### src/rtl/mem_interface_unit_if.sv
// Byte-wide main-memory port between mem_interface_unit and the memory.
// master: the unit driving req/we/addr/wdata; slave: the memory returning ack/rdata.
// mem_req is held until mem_ack; mem_rdata is only meaningful in an ack cycle.
interface mem_interface_unit_if #(
    parameter int ADDR_W = 14
);
    logic              mem_req;
    logic              mem_we;
    logic [ADDR_W-1:0] mem_addr;
    logic [7:0]        mem_wdata;
    logic [7:0]        mem_rdata;
    logic              mem_ack;

    modport master (
        output mem_req,
        output mem_we,
        output mem_addr,
        output mem_wdata,
        input  mem_rdata,
        input  mem_ack
    );

    modport slave (
        input  mem_req,
        input  mem_we,
        input  mem_addr,
        input  mem_wdata,
        output mem_rdata,
        output mem_ack
    );
endinterface

### src/rtl/mem_interface_unit.sv
// Converts level load/store requests into byte req/ack beats: a load reads one byte,
// a store writes result as two bytes (low at addr, high at addr+1). Zero-wait latency:
// mem_done two cycles (load) / three cycles (store) after the command edge is sampled.
// Each beat holds mem_req until mem_ack; a beat unacked for TIMEOUT_CYCLES aborts with mem_err.
//
// Ports:
//   clk, reset_n        clock, synchronous active-low reset
//   load_i, store_i     level requests; accepted on a rising edge while idle, load wins
//   addr_i, result_i    command address and store data, captured on acceptance
//   data_o              last successfully read byte
//   mem_done_o          one-cycle completion pulse
//   mem_err_o           one-cycle pulse with mem_done_o when a beat timed out
//   mem                 memory port (master side)
module mem_interface_unit #(
    parameter int ADDR_W         = 14,
    parameter int TIMEOUT_CYCLES = 64
) (
    input  logic                   clk,
    input  logic                   reset_n,
    input  logic                   load_i,
    input  logic                   store_i,
    input  logic [ADDR_W-1:0]      addr_i,
    input  logic [15:0]            result_i,
    output logic [7:0]             data_o,
    output logic                   mem_done_o,
    output logic                   mem_err_o,
    mem_interface_unit_if.master   mem
);

    localparam logic [2:0] S_IDLE     = 3'd0;
    localparam logic [2:0] S_READ     = 3'd1;
    localparam logic [2:0] S_WRITE_LO = 3'd2;
    localparam logic [2:0] S_WRITE_HI = 3'd3;
    localparam logic [2:0] S_DONE     = 3'd4;

    localparam int CNT_W = (TIMEOUT_CYCLES < 2) ? 1 : $clog2(TIMEOUT_CYCLES + 1);
    // Counter value in the last cycle a beat may wait before aborting.
    localparam logic [CNT_W-1:0] WAIT_LAST =
        CNT_W'((TIMEOUT_CYCLES > 0) ? TIMEOUT_CYCLES - 1 : 0);

    logic [2:0]        state_q,    state_d;
    logic              prev_req_q, prev_req_d;
    logic [7:0]        data_q,     data_d;
    logic              done_q,     done_d;
    logic              err_q,      err_d;
    logic              req_q,      req_d;
    logic              we_q,       we_d;
    logic [ADDR_W-1:0] addr_q,     addr_d;
    logic [7:0]        wdata_q,    wdata_d;
    logic [7:0]        res_hi_q,   res_hi_d;
    logic [CNT_W-1:0]  wait_q,     wait_d;

    logic req_any;
    logic wait_expired;

    assign req_any      = load_i | store_i;
    assign wait_expired = (TIMEOUT_CYCLES != 0) && (wait_q == WAIT_LAST);

    always_comb begin
        state_d    = state_q;
        prev_req_d = req_any;
        data_d     = data_q;
        done_d     = 1'b0;
        err_d      = 1'b0;
        req_d      = req_q;
        we_d       = we_q;
        addr_d     = addr_q;
        wdata_d    = wdata_q;
        res_hi_d   = res_hi_q;
        wait_d     = wait_q;

        case (state_q)
            S_IDLE: begin
                // Only a fresh edge starts a command; a request still held from
                // the previous command (or raised during DONE) is ignored.
                if (req_any && !prev_req_q) begin
                    addr_d = addr_i;
                    req_d  = 1'b1;
                    wait_d = '0;
                    if (load_i) begin
                        state_d = S_READ;
                        we_d    = 1'b0;
                    end else begin
                        state_d  = S_WRITE_LO;
                        we_d     = 1'b1;
                        wdata_d  = result_i[7:0];
                        res_hi_d = result_i[15:8];
                    end
                end
            end
            S_READ, S_WRITE_LO, S_WRITE_HI: begin
                if (mem.mem_ack) begin
                    wait_d = '0;
                    if (state_q == S_WRITE_LO) begin
                        // Second beat: next byte address wraps naturally at ADDR_W bits.
                        state_d = S_WRITE_HI;
                        addr_d  = addr_q + ADDR_W'(1);
                        wdata_d = res_hi_q;
                    end else begin
                        if (state_q == S_READ) begin
                            data_d = mem.mem_rdata;
                        end
                        state_d = S_DONE;
                        done_d  = 1'b1;
                        req_d   = 1'b0;
                        we_d    = 1'b0;
                    end
                end else if (wait_expired) begin
                    // Abort the whole command; a low-byte timeout skips the high byte.
                    state_d = S_DONE;
                    done_d  = 1'b1;
                    err_d   = 1'b1;
                    req_d   = 1'b0;
                    we_d    = 1'b0;
                end else begin
                    wait_d = wait_q + CNT_W'(1);
                end
            end
            S_DONE: begin
                state_d = S_IDLE;
            end
            default: begin
                state_d = S_IDLE;
                req_d   = 1'b0;
                we_d    = 1'b0;
            end
        endcase
    end

    always_ff @(posedge clk) begin
        if (!reset_n) begin
            state_q    <= S_IDLE;
            prev_req_q <= 1'b0;
            data_q     <= 8'h00;
            done_q     <= 1'b0;
            err_q      <= 1'b0;
            req_q      <= 1'b0;
            we_q       <= 1'b0;
            addr_q     <= '0;
            wdata_q    <= 8'h00;
            res_hi_q   <= 8'h00;
            wait_q     <= '0;
        end else begin
            state_q    <= state_d;
            prev_req_q <= prev_req_d;
            data_q     <= data_d;
            done_q     <= done_d;
            err_q      <= err_d;
            req_q      <= req_d;
            we_q       <= we_d;
            addr_q     <= addr_d;
            wdata_q    <= wdata_d;
            res_hi_q   <= res_hi_d;
            wait_q     <= wait_d;
        end
    end

    assign data_o        = data_q;
    assign mem_done_o    = done_q;
    assign mem_err_o     = err_q;
    assign mem.mem_req   = req_q;
    assign mem.mem_we    = we_q;
    assign mem.mem_addr  = addr_q;
    assign mem.mem_wdata = wdata_q;

endmodule
### src/flat_wrapper.sv
// flat-port wrapper written by rule: the top's interface ports become plain ports
module mem_interface_unit_flat 
#(
    parameter int ADDR_W         = 14,
    parameter int TIMEOUT_CYCLES = 64
)
  (clk, reset_n, load_i, store_i, addr_i, result_i, data_o, mem_done_o, mem_err_o, mem_mem_req, mem_mem_we, mem_mem_addr, mem_mem_wdata, mem_mem_rdata, mem_mem_ack);
  mem_interface_unit_if #(.ADDR_W(ADDR_W)) mem_i ();
  input  logic clk;
  input  logic reset_n;
  input  logic load_i;
  input  logic store_i;
  input  logic [ADDR_W-1:0] addr_i;
  input  logic [15:0] result_i;
  output logic [7:0] data_o;
  output logic mem_done_o;
  output logic mem_err_o;
  output wire logic [$bits(mem_i.mem_req)-1:0] mem_mem_req;
  output wire logic [$bits(mem_i.mem_we)-1:0] mem_mem_we;
  output wire logic [$bits(mem_i.mem_addr)-1:0] mem_mem_addr;
  output wire logic [$bits(mem_i.mem_wdata)-1:0] mem_mem_wdata;
  input wire logic [$bits(mem_i.mem_rdata)-1:0] mem_mem_rdata;
  input wire logic [$bits(mem_i.mem_ack)-1:0] mem_mem_ack;
  assign mem_mem_req = mem_i.mem_req;
  assign mem_mem_we = mem_i.mem_we;
  assign mem_mem_addr = mem_i.mem_addr;
  assign mem_mem_wdata = mem_i.mem_wdata;
  assign mem_i.mem_rdata = mem_mem_rdata;
  assign mem_i.mem_ack = mem_mem_ack;
  mem_interface_unit #(.ADDR_W(ADDR_W), .TIMEOUT_CYCLES(TIMEOUT_CYCLES)) u_core (.clk(clk), .reset_n(reset_n), .load_i(load_i), .store_i(store_i), .addr_i(addr_i), .result_i(result_i), .data_o(data_o), .mem_done_o(mem_done_o), .mem_err_o(mem_err_o), .mem(mem_i));
endmodule
### config.mk
export PLATFORM = sky130hd
export DESIGN_NAME = mem_interface_unit_flat
export DESIGN_NICKNAME = d
export VERILOG_FILES = /design/src/rtl/mem_interface_unit_if.sv /design/src/rtl/mem_interface_unit.sv /design/src/flat_wrapper.sv
export SDC_FILE = /design/constraint.sdc
export NUM_CORES = 1
export LEC_CHECK = 0
export BUFFER_PORTS_ARGS = -buffer_cell sky130_fd_sc_hd__buf_4
export CORE_UTILIZATION = 51
export CTS_BUF_LIST = sky130_fd_sc_hd__clkbuf_8
export CTS_CLUSTER_SIZE = 20
export DETAILED_ROUTE_END_ITERATION = 10
export PLACE_DENSITY = 0.79
export SLEW_MARGIN = 10
export SYNTH_ARGS = -nofsm -noshare
export SYNTH_HDL_FRONTEND = slang
export SYNTH_SLANG_ARGS = --single-unit
### constraint.sdc
create_clock -name clk -period 2.7 [get_ports clk]
set_clock_uncertainty 0.2 [all_clocks]
set_input_delay 0.135 -clock clk [delete_from_list [all_inputs] [get_ports clk]]
set_output_delay 0.135 -clock clk [all_outputs]
set_load 0.05 [all_outputs]
* Word level (Yosys, flattened, before mapping)
Index checks and enable logic that the tools add are counted.
** Cells by class
- Equality and inequality tests :: 12
- Bitwise gates (word level) :: 6
- Reductions and logical operators :: 14
- Mux-type cells :: 30
- Add/subtract/negate cells :: 2
** Operators with widths (count)
- $mux W14 :: 3
- $mux W8 :: 4
- $pmux W14 S2 :: 1
- $mux W7 :: 3
- $pmux W8 S2 :: 1
- $add A14 B1 Y14 const B :: 1
- $pmux W7 S2 :: 1
- $mux W3 :: 4
- $reduce_and A4 Y1 :: 3
- $mux W1 :: 9
- $add A7 B1 Y7 const B :: 1
- $eq A7 B6 Y1 const B :: 1
- $eq A3 B2 Y1 const B :: 2
- $ne A3 B3 Y1 const B :: 2
- $pmux W1 S3 :: 2
- $pmux W3 S2 :: 1
- $reduce_and A3 Y1 :: 2
- $reduce_or A3 Y1 :: 2
- $not A1 Y1 :: 5
- $reduce_and A5 Y1 :: 1
- $ne A2 B1 Y1 const B :: 2
- $ne A2 B2 Y1 const B :: 2
- $reduce_and A2 Y1 :: 2
- $eq A3 B1 Y1 const B :: 1
- other kinds (8) :: 8
** Storage, ports and cells
- Output and inout bits :: 34
- Logic and storage cells :: 75
- Input bits :: 43
- Register bits after elaboration :: 53

* Logic depth before layout (Yosys ltp)
- Word-level depth :: 4
- Mapped depth :: 6
- Gate-level depth less buffers :: 5

* Least setup slack after synthesis
OpenSTA, ideal clock, no wires.
- Path kind :: reg2reg
- Start :: register u_core.addr_q[0] (netlist: u_core.mem.mem_addr[0])
- End :: register u_core.addr_q[12] (netlist: u_core.mem.mem_addr[12])
- Path buffers :: 0
- Stages on the path, launching flop included :: 6
- Arrival time :: 2.225 ns
- Data required time :: 2.426 ns
- Setup time :: 0.074 ns
- Period minus slack after synthesis :: 2.499 ns
- Path slack :: 0.201 ns
- Cells stage by stage :: dfxtp_1 > ha_1 > nand4_2 > or4_1 > or4_1 > a31oi_1
** Between the ends
- Cells in the longest elaborated chain, start to end :: 4
** Ends and longest elaborated chain
- from (decl) :: line mem_interface_unit.sv:48 : logic [ADDR_W-1:0] addr_q, addr_d;
- from (signal assigned) :: line mem_interface_unit.sv:151 : addr_q <= addr_d;
- $add A14 B1 Y14 :: line mem_interface_unit.sv:97 : addr_d = addr_q + ADDR_W'(1);
- $mux W14 :: line mem_interface_unit.sv:94 : if (state_q == S_WRITE_LO) begin
- $mux W14 :: line mem_interface_unit.sv:92 : if (mem.mem_ack) begin
- $pmux W14 S2 :: line mem_interface_unit.sv:72 : case (state_q)
Every way passes these cells. The select of a mux whose other input is x is not followed.
A chain may end at the register's enable or synchronous reset.

* Final worst setup path
- Start :: register u_core.state_q[1]
- End :: register u_core.addr_q[8] (netlist: u_core.mem.mem_addr[8])
** Between the ends
- Cells in the longest elaborated chain, start to end :: 4
- Elaborated cells between the ends (all ways) :: 11
- Those cells by class :: eq/ne (6); mux (1); reduce/logical (4)
** Ends and longest elaborated chain
- from (decl) :: line mem_interface_unit.sv:41 : logic [2:0] state_q, state_d;
- from (signal assigned) :: line mem_interface_unit.sv:144 : state_q <= state_d;
- $eq A3 B2 Y1, or another cell as far along :: line mem_interface_unit.sv:72
- $reduce_or A3 Y1 :: line mem_interface_unit.sv:72
- $ne A2 B1 Y1 (no line), or another cell as far along
- $reduce_and A4 Y1 (no line)
Parallel ways exist; a longest one is shown, timed or not.

==> metrics.txt <==
pwr dens 548 nW/µm²; clock root buffer clkbuf_8; Sw Share 36.3%; Async SR Flop Fraction 0%; Reg area 1060 µm²; Max VDD drop 0.325 mV; CTS Sinks 53; n_diodes 0; Die X 73.9 µm; Total GRT Usage 26.5%; boundary pin count 77; final hold violations 0; die area 5460 µm²; EDFF count, synth 0; Synth cell types 58; Setup violations, final 0; worst-path fanout max 15; row cnt 25; DR iter-0 viols 132; Avg Vias per Cell 5.59; actual slew at the worst max-slew pin slightly above 0.7 ns; drc violations 0; setup TNS 0 ns; Setup crit end kind flop; Clk network pwr share 22.0%; port bufs between 70 and 80; commonest non-fill, non-tap cell in the layout buf_4; CP Class flop to flop; core area 4850 µm²; TritonCTS clock tree yes; chip height 73.9 µm; max cap viols 0; Lkg Pwr 1.53 nW; # H-tree levels 2; placer congestion estimate 0.843; total number of vias around 2700; Combinational Power Share between 30% and 40%; Detailed Routing Iterations Pass 1 4; first-pass GRT wire length 11.3 mm; most frequent cells in the layout 81 x buf_4, 53 x dfxtp_1, 36 x dlygate4sd3_1, 35 x nand2_1, 33 x nor2_1; Seq cells post-synth 53; Primary FF master, synth dfxtp_1; Hold WS 0.0169 ns; FILL cells ~330; Synthesized Nets approximately 350; NetSw 0.731 mW; area grow syn2layout 39.4%; clock slew seen by the registers of the worst setup and hold paths around 0.1 ns; Tcrit/Tclk final 92.3%; post-DP HPWL 4.58 mm; mapped cell area 2640 µm²; Starting Density 54.4%; Worst-Skew Late Latency about 0.30 ns; Routed WL a little under 7 mm; Congestion Overflow GR 0; mean post-synth cell area 8.59 µm²; RSZ-0062 raised after global routing no; post-CTS setup buffers 0; Worst slew margin 51.7%; initial antenna violation count 0; number of nets in the layout between 400 and 500; Max Freq 401 MHz; largest net degree at the start of global routing 25; critical path arrival 2.49 ns; status finished clean; Hold WC Path Type input pin to flop; sequential fraction of design power 45.1%; minimum clock period 2.49 ns; sequential share of the synthesized area 40.2%; cts bufs inserted 5; Critical Path RT 2.70 ns; post-route ant nets 0; Startpoint Class flop; Syn Inst Count between 300 and 400; DR WL/cell 14.5 µm; share of layout cells above drive strength 1 25.2%; vias in the first global route about 2500; pins over their slew limit 0; yosys synthesis warning count 0; area of the multi-input gates 1450 µm²; maximum buffer depth of the clock tree 2; Pint 1.29 mW
## path summary, 6_finish.rpt
path	start	end	slack, ns	cells past startpoint
max reg2reg	u_core.state_q[1]$_SDFFE_PN0P_	u_core.mem.mem_addr[8]$_SDFFE_PN0P_	0.21	6
max	u_core.state_q[1]$_SDFFE_PN0P_	u_core.mem.mem_addr[8]$_SDFFE_PN0P_	0.21	6
min	addr_i[3]	u_core.mem.mem_addr[3]$_SDFFE_PN0P_	0.02	4
min reg2reg	u_core.wait_q[6]$_SDFFE_PN0P_	u_core.wait_q[6]$_SDFFE_PN0P_	0.28	2
## sequential cells by signal, indices dropped and copies added (netlist names)
| register | cells |
|---|---|
| u_core.mem.mem_addr | 14 |
| u_core.data_o | 8 |
| u_core.mem.mem_wdata | 8 |
| u_core.res_hi_q | 8 |
| u_core.wait_q | 7 |
| u_core.state_q | 3 |
| u_core.mem.mem_req | 1 |
| u_core.mem.mem_we | 1 |
| u_core.mem_done_o | 1 |
| u_core.mem_err_o | 1 |
| u_core.prev_req_q | 1 |
## routing by layer
metal  vias up  global-route usage [%]  wire length [µm]
li1       1336                       -                 -
met1      1260                    33.1              3160
met2        77                    45.0              3380
met3        10                    6.86               328
met4         0                    7.69                89
met5         -                       0                 0
## layout make-up
cell class                 count  area share [%]
tap                           67            2.28
inverter                       6           0.613
timing repair buffer         117            26.3
multi-input combinational    229            39.6
clock inverter                 3           0.477
sequential                    53            28.9
clock buffer                   5            1.87
## cells by family after synthesis
family                     synth area share, %
AOI/OAI and AO/OA                         21.2
adders and majority gates                0.949
buffers and inverters                     4.98
DFF                                       40.2
muxes                                     6.83
and+or+nand+nor                           25.8
## power by group through the flow
stage                     sequential [mW]  combinational (mW)  clock (mW)
final                               0.910               0.663       0.443
after floorplan                      1.08               0.270           0
after detailed placement            0.926               0.612           0
after CTS                           0.909               0.656       0.455
after global routing                0.920               0.710       0.483
after global placement              0.924               0.606           0
## cells in the mapped netlist (4+ instances only)
library cell | n | area [µm²]
a21o_1 | 5 | 37.5
inv_1 | 6 | 22.5
o21ai_0 | 14 | 70.1
nor2_1 | 33 | 124
and2_1 | 7 | 43.8
a311oi_1 | 12 | 105
clkbuf_1 | 8 | 30.0
nand2_1 | 35 | 131
o31ai_1 | 4 | 30.0
o21a_1 | 4 | 30.0
buf_2 | 6 | 30.0
nand4_1 | 5 | 31.3
a21oi_1 | 18 | 90.1
dfxtp_1 | 53 | 1060
mux2i_1 | 18 | 180
nand3_1 | 12 | 60.1
or4_1 | 7 | 52.6
## critical path: stages, from the launching register on
cell and delay (ns):
dfxtp_1 0.44, o21bai_2 0.61, buf_4 0.30, nor4_1 0.07, a21oi_1 0.12, o21ai_0 0.09
dlygate4sd3_1 0.56
## through the flow
| stage | power [mW] | worst slack [ns] | instance area, µm² | utilization [%] | cells |
|---|---|---|---|---|---|
| after detailed placement | 1.54 | 0.388 | 3230 | 66.6 | 436 |
| after global placement | 1.53 | 0.473 | 3230 | 66.6 | 436 |
| after floorplan | 1.35 | 0.201 | 2640 | - | 307 |
| after global routing | 2.11 | 0.00551 | 3680 | 75.8 | 480 |
| after CTS | 2.02 | 0.278 | 3680 | 75.8 | 480 |
| final | 2.02 | 0.207 | 3680 | 75.8 | 480 |
## what timing repair did
item	CTS	global route
gates resized for setup	0	0
hold buffers	36	0
hold endpoints to repair	40	0
(Power assumes the default switching activity.)
